$ cat src/rtl/nn_pkg.sv
// Shared definitions for the image-to-network datapath.
//   NUM_PIXELS / ADDR_W / DATA_W / IDX_W : image geometry and bus widths
//   scan_state_t : sequencing states, also used by the layer controller
//   pix_word_t   : one buffered pixel (data, source index, last marker)
package nn_pkg;

  localparam int NUM_PIXELS = 784;
  localparam int ADDR_W     = 16;
  localparam int DATA_W     = 32;
  localparam int IDX_W      = 10;
  localparam int PIX_W      = DATA_W + IDX_W + 1;

  typedef enum logic [1:0] {
    IDLE  = 2'd0,
    RUN   = 2'd1,
    DRAIN = 2'd2
  } scan_state_t;

  typedef struct packed {
    logic              last;
    logic [IDX_W-1:0]  index;
    logic [DATA_W-1:0] data;
  } pix_word_t;

  // Unsigned compare of a full-width address against the final pixel.
  function automatic logic is_last_addr(input logic [ADDR_W-1:0] addr);
    return addr == ADDR_W'(NUM_PIXELS - 1);
  endfunction

endpackage

$ cat src/rtl/stream_fifo.sv
// First-word-fall-through FIFO with occupancy count and synchronous flush.
//   clk, reset_n : clock, async active-low reset
//   flush        : empties the FIFO on the next edge (wins over push/pop)
//   push, wdata  : write request and data
//   pop          : consume the head entry (ignored when empty)
//   rdata        : head entry, valid whenever empty=0
//   empty, count : occupancy status
module stream_fifo #(
  parameter int WIDTH = 8,
  parameter int DEPTH = 4
) (
  input  logic                         clk,
  input  logic                         reset_n,
  input  logic                         flush,
  input  logic                         push,
  input  logic [WIDTH-1:0]             wdata,
  input  logic                         pop,
  output logic [WIDTH-1:0]             rdata,
  output logic                         empty,
  output logic [$clog2(DEPTH+1)-1:0]   count
);

  localparam int PTR_W = (DEPTH > 1) ? $clog2(DEPTH) : 1;
  localparam int CNT_W = $clog2(DEPTH + 1);

  logic [WIDTH-1:0] slots [DEPTH];
  logic [PTR_W-1:0] wr_ptr;
  logic [PTR_W-1:0] rd_ptr;
  logic             do_push;
  logic             do_pop;

  assign empty   = (count == '0);
  assign do_pop  = pop & ~empty;
  // A full FIFO still accepts a push when the head leaves on the same edge.
  assign do_push = push & ((count != CNT_W'(DEPTH)) | do_pop);
  assign rdata   = slots[rd_ptr];

  always_ff @(posedge clk or negedge reset_n) begin
    if (!reset_n) begin
      wr_ptr <= '0;
      rd_ptr <= '0;
      count  <= '0;
      for (int i = 0; i < DEPTH; i++) slots[i] <= '0;
    end else if (flush) begin
      wr_ptr <= '0;
      rd_ptr <= '0;
      count  <= '0;
    end else begin
      if (do_push) begin
        slots[wr_ptr] <= wdata;
        wr_ptr        <= wr_ptr + PTR_W'(1);
      end
      if (do_pop) rd_ptr <= rd_ptr + PTR_W'(1);
      case ({do_push, do_pop})
        2'b10:   count <= count + CNT_W'(1);
        2'b01:   count <= count - CNT_W'(1);
        default: ;
      endcase
    end
  end

endmodule

$ cat src/rtl/image_stream_reader.sv
// Scans the image memory 0..NUM_PIXELS-1 after a start pulse and streams the
// pixel words to the first layer over valid/ready, hiding the memory's
// registered read latency and absorbing backpressure in a small FIFO.
//   clk, reset_n          : clock, async active-low reset
//   start, abort          : begin a scan when idle / cancel a running scan
//   mem_address, mem_data : image memory read port (1-cycle registered read)
//   pix_valid, pix_ready  : output handshake
//   pix_data/index/last   : pixel word, its address, final-pixel marker
//   busy, done            : scan in progress / one-cycle completion pulse
//
// state | meaning
// IDLE  | waiting for start, nothing in flight
// RUN   | issuing addresses, throttled by the buffer budget
// DRAIN | all addresses issued, waiting for the last pixel handshake
module image_stream_reader
  import nn_pkg::*;
#(
  parameter int FIFO_DEPTH = 4
) (
  input  logic              clk,
  input  logic              reset_n,
  input  logic              start,
  input  logic              abort,
  output logic [ADDR_W-1:0] mem_address,
  input  logic [DATA_W-1:0] mem_data,
  output logic              pix_valid,
  input  logic              pix_ready,
  output logic [DATA_W-1:0] pix_data,
  output logic [IDX_W-1:0]  pix_index,
  output logic              pix_last,
  output logic              busy,
  output logic              done
);

  localparam int CNT_W = $clog2(FIFO_DEPTH + 1);

  scan_state_t       state_q;
  scan_state_t       state_d;
  logic [ADDR_W-1:0] rd_addr;
  logic [ADDR_W-1:0] issue_addr;
  logic              s1_valid;
  logic              s2_valid;
  logic [IDX_W-1:0]  s1_index;
  logic [IDX_W-1:0]  s2_index;
  logic [CNT_W-1:0]  fifo_count;
  logic              fifo_empty;
  pix_word_t         push_word;
  pix_word_t         head_word;
  logic              handshake;
  logic              flush;
  logic              start_ok;
  logic              can_issue;
  logic              issue;
  logic              last_issue;
  logic              last_pop;

  assign handshake = pix_valid & pix_ready;
  assign flush     = abort & (state_q != IDLE);
  assign start_ok  = (state_q == IDLE) & start & ~abort;

  // Reserve a FIFO slot for every read already in flight so a captured word
  // always has somewhere to land, even if the consumer stalls forever.
  assign can_issue = (int'(fifo_count) + int'(s1_valid) + int'(s2_valid) + 1)
                     <= FIFO_DEPTH;

  assign issue      = start_ok | ((state_q == RUN) & ~abort & can_issue);
  assign issue_addr = start_ok ? '0 : rd_addr + ADDR_W'(1);
  assign last_issue = issue & is_last_addr(issue_addr);
  assign last_pop   = (state_q == DRAIN) & handshake & pix_last & ~abort;

  always_ff @(posedge clk or negedge reset_n) begin
    if (!reset_n) state_q <= IDLE;
    else          state_q <= state_d;
  end

  always_comb begin
    state_d = state_q;
    case (state_q)
      IDLE: begin
        if (start_ok) state_d = last_issue ? DRAIN : RUN;
      end
      RUN: begin
        if (abort)           state_d = IDLE;
        else if (last_issue) state_d = DRAIN;
      end
      DRAIN: begin
        if (abort)         state_d = IDLE;
        else if (last_pop) state_d = IDLE;
      end
      default: state_d = IDLE;
    endcase
  end

  always_comb begin
    busy        = (state_q != IDLE);
    mem_address = rd_addr;
    pix_valid   = ~fifo_empty;
    pix_data    = head_word.data;
    pix_index   = head_word.index;
    pix_last    = head_word.last;
  end

  // s1: address on the memory bus; s2: memory has sampled it and mem_data
  // carries the word, which is pushed on the following edge.
  always_ff @(posedge clk or negedge reset_n) begin
    if (!reset_n) begin
      rd_addr  <= '0;
      s1_valid <= 1'b0;
      s2_valid <= 1'b0;
      s1_index <= '0;
      s2_index <= '0;
      done     <= 1'b0;
    end else begin
      done <= last_pop;
      if (flush) begin
        rd_addr  <= '0;
        s1_valid <= 1'b0;
        s2_valid <= 1'b0;
      end else begin
        if (issue) rd_addr <= issue_addr;
        s1_valid <= issue;
        s1_index <= issue_addr[IDX_W-1:0];
        s2_valid <= s1_valid;
        s2_index <= s1_index;
      end
    end
  end

  always_comb begin
    push_word.last  = (s2_index == IDX_W'(NUM_PIXELS - 1));
    push_word.index = s2_index;
    push_word.data  = mem_data;
  end

  stream_fifo #(
    .WIDTH (PIX_W),
    .DEPTH (FIFO_DEPTH)
  ) u_fifo (
    .clk     (clk),
    .reset_n (reset_n),
    .flush   (flush),
    .push    (s2_valid),
    .wdata   (push_word),
    .pop     (handshake),
    .rdata   (head_word),
    .empty   (fifo_empty),
    .count   (fifo_count)
  );

endmodule
$ cat config.mk
export PLATFORM = sky130hd
export DESIGN_NAME = image_stream_reader
export DESIGN_NICKNAME = d
export VERILOG_FILES = /design/src/rtl/nn_pkg.sv /design/src/rtl/stream_fifo.sv /design/src/rtl/image_stream_reader.sv
export SDC_FILE = /design/constraint.sdc
export NUM_CORES = 1
export LEC_CHECK = 0
export ABC_AREA = 1
export BUFFER_PORTS_ARGS = -buffer_cell sky130_fd_sc_hd__clkbuf_2
export CORE_MARGIN = 4
export CORE_UTILIZATION = 55
export CTS_CLUSTER_DIAMETER = 120
export DETAILED_ROUTE_END_ITERATION = 6
export PLACE_DENSITY_LB_ADDON = 0.3
export SLEW_MARGIN = 20
export SYNTH_ARGS = -nofsm -noshare
export SYNTH_HDL_FRONTEND = slang
export SYNTH_SLANG_ARGS = --single-unit
$ cat constraint.sdc
create_clock -name clk -period 2.6 [get_ports clk]
set_input_delay 0.26 -clock clk [delete_from_list [all_inputs] [get_ports clk]]
set_output_delay 0.26 -clock clk [all_outputs]
set_load 0.005 [all_outputs]
* Yosys cells after proc, flatten, opt, wreduce, memory -nomap -nowiden *
Cells that the tools add are included.

word-level totals
  bits in registers = 220
  word-level logic and storage cells = 89

cells by class
  $add $sub $neg = 8
  equality and inequality tests = 10
  magnitude comparators = 4
  bitwise operators = 19
  muxes and demuxes = 24
  reduce and logical (&&, ||, !) cells = 10

operators by type and width
  kind                                                   number
  bitwise mux 172 bit                                    1
  2-to-1 mux 43 bit                                      3
  binary-select mux 43 bit (select 2 bit)                1
  demux 43 bit (select 2 bit)                            1
  2-to-1 mux 16 bit                                      3
  2-to-1 mux 2 bit                                       10
  adder 16 x 1 -> 16 bit, second input constant          1
  equality test 16 x 10 -> 1 bit, second input constant  1
  bitwise AND 1 bit                                      12
  equality test 10 bit, second input constant            1
  != test 3 bit, second input constant                   3
  nonzero test 2 bit                                     4
  adder 5 x 1 -> 6 bit, second input constant            1
  >= comparator 3 bit, second input constant             2
  <= comparator 6 x 3 -> 1 bit, second input constant    1
  NOT 2 -> 3 bit                                         2
  one-hot mux 2 bit (3 select lines)                     1
  one-hot mux 3 bit (2 select lines)                     1
  adder 4 x 1 -> 5 bit                                   1
  adder 2 x 1 -> 2 bit, second input constant            2
  adder 3 x 1 -> 4 bit                                   1
  equality test 2 x 1 -> 1 bit, second input constant    2
  equality test 2 bit, second input constant             2
  adder 3 x 1 -> 3 bit, second input constant            1
  13 further kinds                                       17

* Logic depth before layout (Yosys ltp) *
Gate-level depths: netlist of the first run.

  word-level depth = 10
  gate-level depth with buffers = 14
  depth with buffers taken out = 14

* By module *
A second synthesis of the first run with hierarchy kept.

second synthesis, totals
  cells, all modules = 1191
  area, all modules = 10188.5 sq um

modules (own cells, without submodules)
  module               cells an instance  instances  area an instance (sq um)  sequential area each (sq um)
  stream_fifo          898                1          7956.4                    4479.3
  image_stream_reader  293                1          2232.1                    1026.0

* Worst setup path after synthesis of the first run *
Ideal clock, no wire load.

  path kind = flip-flop to flip-flop
  from = reg u_fifo.count[0]
  to = reg rd_addr[8] (netlist: mem_address[8])
  stages on the path, launching flop included = 14
  setup slack = 0.283 ns
  arrival = 2.188 ns
  path through = dfrtp_1 -> inv_1 -> ha_1 -> inv_1 -> ha_1 -> fa_1 -> or2_2 -> nand3_1 -> nand2_1 -> nand2_1 -> nor2_2 -> buf_4 -> nand2_1 -> o21ai_0

between the ends
  cells in the longest elaborated chain, start to end = 7

ends and longest elaborated chain
  item                          RTL line                    text
  start, declared               stream_fifo.sv:20           output logic [$clog2(DEPTH+1)-1:0] count
  start signal, assigned        stream_fifo.sv:55           2'b10: count <= count + CNT_W'(1);
  start signal, assigned        stream_fifo.sv:56           2'b01: count <= count - CNT_W'(1);
  adder 3 x 1 -> 4 bit          image_stream_reader.sv:63   assign can_issue = (int'(fifo_count) + int'(s1_valid) + int'(s2_valid) + 1)
  adder 4 x 1 -> 5 bit          image_stream_reader.sv:63
  adder 5 x 1 -> 6 bit          image_stream_reader.sv:63
  <= comparator 6 x 3 -> 1 bit  image_stream_reader.sv:64   <= FIFO_DEPTH;
  bitwise AND 1 bit             image_stream_reader.sv:66   assign issue = start_ok | ((state_q == RUN) & ~abort & can_issue);
  OR 1 bit                      image_stream_reader.sv:66
  nonzero test 2 bit (no line)  --
  end signal, assigned          image_stream_reader.sv:120  if (issue) rd_addr <= issue_addr;
  end, declared                 image_stream_reader.sv:39   logic [ADDR_W-1:0] rd_addr;

No other way between the ends.
A chain may end at the register's enable or synchronous reset.

* Worst setup path after layout of the first run *
  from = reg u_fifo.count[0]
  to = reg rd_addr[11] (netlist: mem_address[11])

The elaborated chain is that of the path after synthesis.

==> results of run 1 <==
[metal layers]
layer	global-route usage	routed length [um]	vias up
li1	-	-	4000
met4	0.04899	286	0
met5	0	0	-
met2	0.3918	10970	212
met3	0.03461	1237	27
met1	0.3271	10340	3852
[per-stage QoR]
stage	hold slack, ns	util	total power, mW
3_3_place_gp	0.3318	0.6052	9.656
4_1_cts	0.02790	0.6474	13.01
6_report	0.03175	0.6488	12.94
5_1_grt	0.04726	0.6488	13.97
2_1_floorplan	-0.03559	-	8.135
3_5_place_dp	0.3314	0.6052	9.834
[sequential cells by signal, indices dropped and copies added (netlist names), 2 cells and up]
signal	cells
mem_address	16
s1_index	10
s2_index	10
state_q	2
u_fifo.count	3
u_fifo.rd_ptr	2
u_fifo.slots	172
u_fifo.wr_ptr	2
[kinds of logic after synthesis]
kind of cell,count (synthesis)
AND/OR/NAND/NOR,432
AO/OA/AOI/OAI,340
flip-flops,220
buffers and inverters,157
adder cells (fa/ha/maj),10
XOR/XNOR,3
multiplexers,2
[what timing repair did]
| action | in CTS | in global routing |
|---|---|---|
| endpoints found under the hold margin | 74 | 0 |
| setup buffers | 0 | 0 |
| gates resized for setup | 0 | 8 |
| endpoints found under the setup margin | 0 | 15 |
| hold buffers | 2 | 0 |
[path summary, 6_finish.rpt]
kind / from / end
hold / removal: mem_data[6] / u_fifo.slots[135]
setup reg to reg: u_fifo.count[0] / mem_address[11]
max in group asynchronous: reset_n / u_fifo.count[0]
min in group asynchronous: reset_n / u_fifo.slots[50]
hold reg to reg: u_fifo.slots[68] / u_fifo.slots[68]
setup / recovery: u_fifo.count[0] / mem_address[11]
[layout make-up]
| cell class | count | area (um2) | area share |
|---|---|---|---|
| Timing Repair Buffer | 122 | 763.2 | 0.06731 |
| Multi-Input combinational cell | 787 | 3726 | 0.3286 |
| Clock buffer | 29 | 628.1 | 0.05539 |
| Sequential cell | 220 | 5507 | 0.4856 |
| Inverter | 89 | 337.8 | 0.02979 |
| Timing Repair inverter | 1 | 7.507 | 0.0006620 |
| Clock inverter | 11 | 88.84 | 0.007834 |
| Tap cell | 225 | 281.5 | 0.02483 |
[placed cells by master (no fill, tap or decap), drive strengths merged]
master | netlist | layout
dlygate4sd3 | 0 | 2
nor3 | 2 | 2
a22o | 1 | 1
clkbuf | 40 | 127
buf | 28 | 22
nand3 | 28 | 28
o21ai | 282 | 282
nand3b | 2 | 2
nand4 | 7 | 7
dfrtp | 220 | 220
nand2 | 268 | 268
fa | 2 | 2
a21oi | 5 | 5
inv | 88 | 88
nor2 | 121 | 121
ha | 8 | 8
xor2 | 3 | 3
a31oi | 1 | 1
or2 | 2 | 2
nor4 | 2 | 2
mux2 | 2 | 2
bufinv | 0 | 1
clkinvlp | 0 | 4
o22ai | 51 | 51
clkinv | 1 | 8
[tightest hold or removal path, delay by kind of cell]
| family | cells | cell delay (ns) |
|---|---|---|
| buffers and inverters | 2 | 0.16 |
| AOI/OAI and AO/OA | 1 | 0.07 |
[power groups by stage]
stage / Sequential, mW / Clock [mW] / Combinational (mW)
floorplan: 5.13 / 0 / 3.00
global placement: 5.24 / 0 / 4.41
detailed placement: 5.27 / 0 / 4.56
CTS: 5.23 / 3.19 / 4.59
global route: 5.40 / 3.31 / 5.26
finish: 5.25 / 3.14 / 4.55
==> flow_summary.toml, run 1 <==
[clocking]
cts-buffers-inserted = 23
clk_latency_ns = 0.51
htree_num_levels = 1
clock-root-buffer = "clkbuf_16"
cts_tree = "done"
path_clk_slew_ns = 0.06
cts.sinks = 220
clk_path_buf_depth = 3

[setup_path]
startpoint_type = "register"
end_kind = "register"
crit_arrival_ns = 2.83
path_buf_inv = 3
reg2reg_slack_ns = 0.16
slowest_delay_ns = 0.41
worst-path-stages = 12
reg2reg_depth = 12
crit_fanout = 10
crit_path_cell_trace = "inv_2 > ha_1 > inv_1 > ha_2 > fa_1 > or2_2 > nand3_1 > nand2_2 > nand2_2 > nor2_2 > inv_2 > o21ai_0"
critical_path.top_delay_family = "adder cells"
cp_data_required_time_ns = 2.99
crit_path_top_delay_cell = "fa_1"
path_class = "reg -> reg"

[placed_design]
place_congestion = 0.8769
dp_worst_setup_slack_ns = 0.03237
dp.cells = 1441
dp_hpwl_um = 14150
placed_cell_area_um2 = 10580
port_buffers = 98

[power_and_ir_drop]
p_sw_frac = 0.3663
leakage_nw = 5.573
p_int_mw = 8.201
pwr-share-seq = 0.406
clkPwrFrac = 0.242
p_sw_mw = 4.741
pwr-share-comb = 0.352
ir_drop_uv = 669.3
power_density_nw_per_um2 = 1141

[logic_synthesis]
seq_area_frac_synth = 0.5557
yosysUniqueCellTypes = 32
ys_top_cells_by_area = "dfrtp_1 56%, o21ai_0 10%, nand2_1 10%"
synth_seq_cells = 220
synth_compound_area_frac = 0.1802
synthesis.nets = 1211
synth_most_common_cell = "nand2_1"
synth_flop_cell = "dfrtp_1"
yosys_warnings = 0
synthSimpleGateAreaFrac = 0.1754
synth_fa_ha_area_frac = 0.01414
syn-cell-area_um2 = 9907
syn_inst = 1164
synth_edf_count = 0
synth.area.mux_share = 0.002652
synth-xor-area-share = 0.002652
avgSynthCellArea_um2 = 8.511
synth_top_area_share = 0.5557
synth_top_family_by_area = "compound AO/OA/AOI/OAI gates"
yosysTopAreaCell = "dfrtp_1"
async_reset_ff_frac = 1.000
ys_top_cells_by_count = "263 x nand2_1, 220 x dfrtp_1, 205 x o21ai_0"

[timing]
max_freq_mhz = 409.6
setup_viol = 0
finalCriticalPeriod_ns = 2.442
slew_headroom = 0.5670
hold_viol_final = 0
fin_skew_ns = 0.008325
worst_slack_ns = 0.1585
slew_violations = 0
timing.setup.tns_ns = 0
period_share = 0.9390
tightest_slew_ns = 0.6495

[drt]
ant_nets = 0
wirelength_um = 22840
drcViolationCount = 0
drt_pass1_iterations = 6
post_drt_via_cell_ratio = 5.452
vias = 8091
drt_iter0_drc = 678
wl_per_cell_um = 15.39

[floorplanning]
start_util = 0.5669
io_pins = 99
dieArea_um2 = 20220
core.rowCount = 48
design.core.area_um2 = 17480
die_x_um = 142.2
die_h_um = 142.2

[global_routing]
grt_pass1_wl_um = 39670
grt_max_degree = 88
antenna_found_initial = 0
grt_use_total = 0.2335
grt_overflow_total = 0
grt_pass1_vias = 8191

[cells_and_area]
final_cells = 1484
areaGrowthSynthToFinish_pct = 14.46
layout-drive-gt1-share = 0.1461
fin_area_um2 = 11340
nets = 1291
antennaDiodeCount = 0
num-fill-cells = 1450

[flow_run]
max_cap_violations = 0

[hold_path]
min_path_cells = 3
hp-class = "in -> reg"

[status]
status = "finished, final reports clean"
Note: power is estimated with default switching activity, not from simulation.
==> run 2: changes to the inputs <==
CORE_UTILIZATION = 59   (was 55)
==> run 2 against run 1 <==
- core utilization up 4.6 points
- hold slack improved by 0.012 ns
- critical endpoint is now state_q[0]
- wire length decreased by 0.88%
- global-route usage increased by 0.95 points
- clock skew shrank 0.0018 ns
- die area down 6.4%
- final area rose by 1.3%
- clock-buffer cell count grew 3
- combinational power is 1% higher
- non-clock buffer count grew 3
- power is 2.3% higher
==> flow_summary.toml, run 2 (synthesized netlist as in run 1, its figures left out) <==
[status]
status = "finished, final reports clean"

[setup_path]
crit_fanout = 2
startpoint_type = "register"
reg2reg_slack_ns = 0.16
cp_data_required_time_ns = 2.96
reg2reg_to = "state_q[0]"
reg2reg_depth = 14
crit_arrival_ns = 2.80
path_class = "reg -> reg"
r2r_start = "s1_valid"
end_kind = "register"
critical_path.top_delay_family = "simple AND/OR/NAND/NOR gates"
crit_path_cell_trace = "inv_1 > ha_4 > inv_2 > ha_2 > fa_1 > or2_2 > nand3_2 > nand2_2 > nor2_2 > nand3_1 > nor2_1 > nand3_1 > nand2_1 > nand2_1"
path_buf_inv = 2
slowest_delay_ns = 0.42
crit_path_top_delay_cell = "fa_1"

[floorplanning]
design.core.area_um2 = 16520
core.rowCount = 47
io_pins = 99
dieArea_um2 = 18930
die_x_um = 137.6
die_h_um = 137.6
start_util = 0.5995

[drt]
wirelength_um = 22640
ant_nets = 0
drcViolationCount = 0
wl_per_cell_um = 15.29
drt_iter0_drc = 746
post_drt_via_cell_ratio = 5.513
vias = 8159
drt_pass1_iterations = 5

[timing]
max_freq_mhz = 409.3
hold_viol_final = 0
tightest_slew_ns = 0.6375
slew_headroom = 0.5735
fin_skew_ns = 0.006544
setup_viol = 0
whs_ns = 0.04396
period_share = 0.9397
finalCriticalPeriod_ns = 2.443
slew_violations = 0

[cells_and_area]
layout-drive-gt1-share = 0.1492
seq_area_um2 = 5507
antennaDiodeCount = 0
mostFrequentLayoutCells = "261 x nand2_1, 219 x dfrtp_1, 205 x o21ai_0, 115 x nor2_1, 97 x clkbuf_2"
multi_input_area_um2 = 3749
nets = 1294
top_register = "u_fifo.slots"
areaGrowthSynthToFinish_pct = 15.98
layout_commonest_cell = "nand2_1"
largest_reg_flops = 172
num-fill-cells = 1283
fin_area_um2 = 11490

[clocking]
clock-root-buffer = "clkbuf_16"
cts_tree = "done"
clk_latency_ns = 0.49
htree_num_levels = 1
cts.sinks = 220
clk_path_buf_depth = 3
cts-buffers-inserted = 23
path_clk_slew_ns = 0.06

[flow_run]
max_cap_violations = 0

[global_routing]
grt_max_degree = 88
grt_pass1_wl_um = 37570
grt_pass1_vias = 7855
antenna_found_initial = 0
grt_use_total = 0.2430
grt_overflow_total = 0

[hold_path]
hold_end = "u_fifo.slots[18]"
min_path_cells = 3
min_from = "mem_data[18]"
hp-class = "in -> reg"

[placed_design]
place_congestion = 0.8705
dp_hpwl_um = 13840
placed_cell_area_um2 = 10640
port_buffers = 98

[power_and_ir_drop]
ir_drop_uv = 599.7
power_density_nw_per_um2 = 1152
leakage_nw = 5.646
==> run 2: cell count changes in the layout (fill, tap and decap cells not counted), moves of 2 or more <==
cell	before	now
clkinv_2	7	2
buf_12	6	10
clkbuf_8	4	7
bufinv_16	1	3
clkinvlp_4	4	2
==> run 2: cell type report <==
type                       instances  share of cell area
clock buffer                      32             0.05826
clock inverter                     6            0.009474
inverter                          89             0.02940
multi-input combinational        787              0.3263
sequential                       220              0.4793
tap                              220             0.02396
timing repair buffer             125             0.07274
timing repair inverter             1           0.0006534
==> run 2: timing repair <==
item                       4_1_cts  5_1_grt
hold buffers                     2        0
gates resized for setup          0       12
hold endpoints to repair        44        0
setup endpoints to repair        0       16
setup buffers                    0        1
==> run 2: through the flow <==
stage	std cells	util	worst slack, ns	TNS, ns	power (mW)
2_1_floorplan	1164	-	0.2829	0	8.135
6_report	1480	0.6953	0.1567	0	13.23
3_3_place_gp	1438	0.6437	0.1437	0	9.676
5_1_grt	1480	0.6953	-0.02733	-0.02733	14.26
4_1_cts	1478	0.6920	0.06201	0	13.24
3_5_place_dp	1438	0.6437	0.08355	0	9.819
==> run 2: worst reg2reg max path, stage by stage (launching register included) <==
cell and delay [ns]:
dfrtp_1 0.36, inv_1 0.11, ha_4 0.21, inv_2 0.04, ha_2 0.18, fa_1 0.43, or2_2 0.32, nand3_2 0.08
nand2_2 0.08, nor2_2 0.10, nand3_1 0.08, nor2_1 0.11, nand3_1 0.10, nand2_1 0.07, nand2_1 0.05
==> run 2: how the worst max path moves through the flow <==
stage	startpoint	to	slack, ns	depth (start not counted)
floorplan	u_fifo.count[0]	mem_address[8]	0.28	13
global placement	u_fifo.count[0]	mem_address[15]	0.14	11
detailed placement	u_fifo.count[0]	mem_address[14]	0.08	11
CTS	u_fifo.count[0]	mem_address[13]	0.06	11
global route	s1_valid	state_q[0]	-0.03	14
finish	s1_valid	state_q[0]	0.16	14
==> run 2: power by group <==
group	leakage (nW)	internal [mW]	switching, mW
clock network	0.385	2.08	1.27
logic	2.38	1.85	2.77
registers	2.88	4.60	0.678
total	5.65	8.52	4.71
==> run 2: metal layers <==
metal,GRT usage,share of wire
met1,0.3453,0.45
met2,0.3921,0.48
met3,0.03652,0.059
met4,0.06929,0.015
met5,0,0
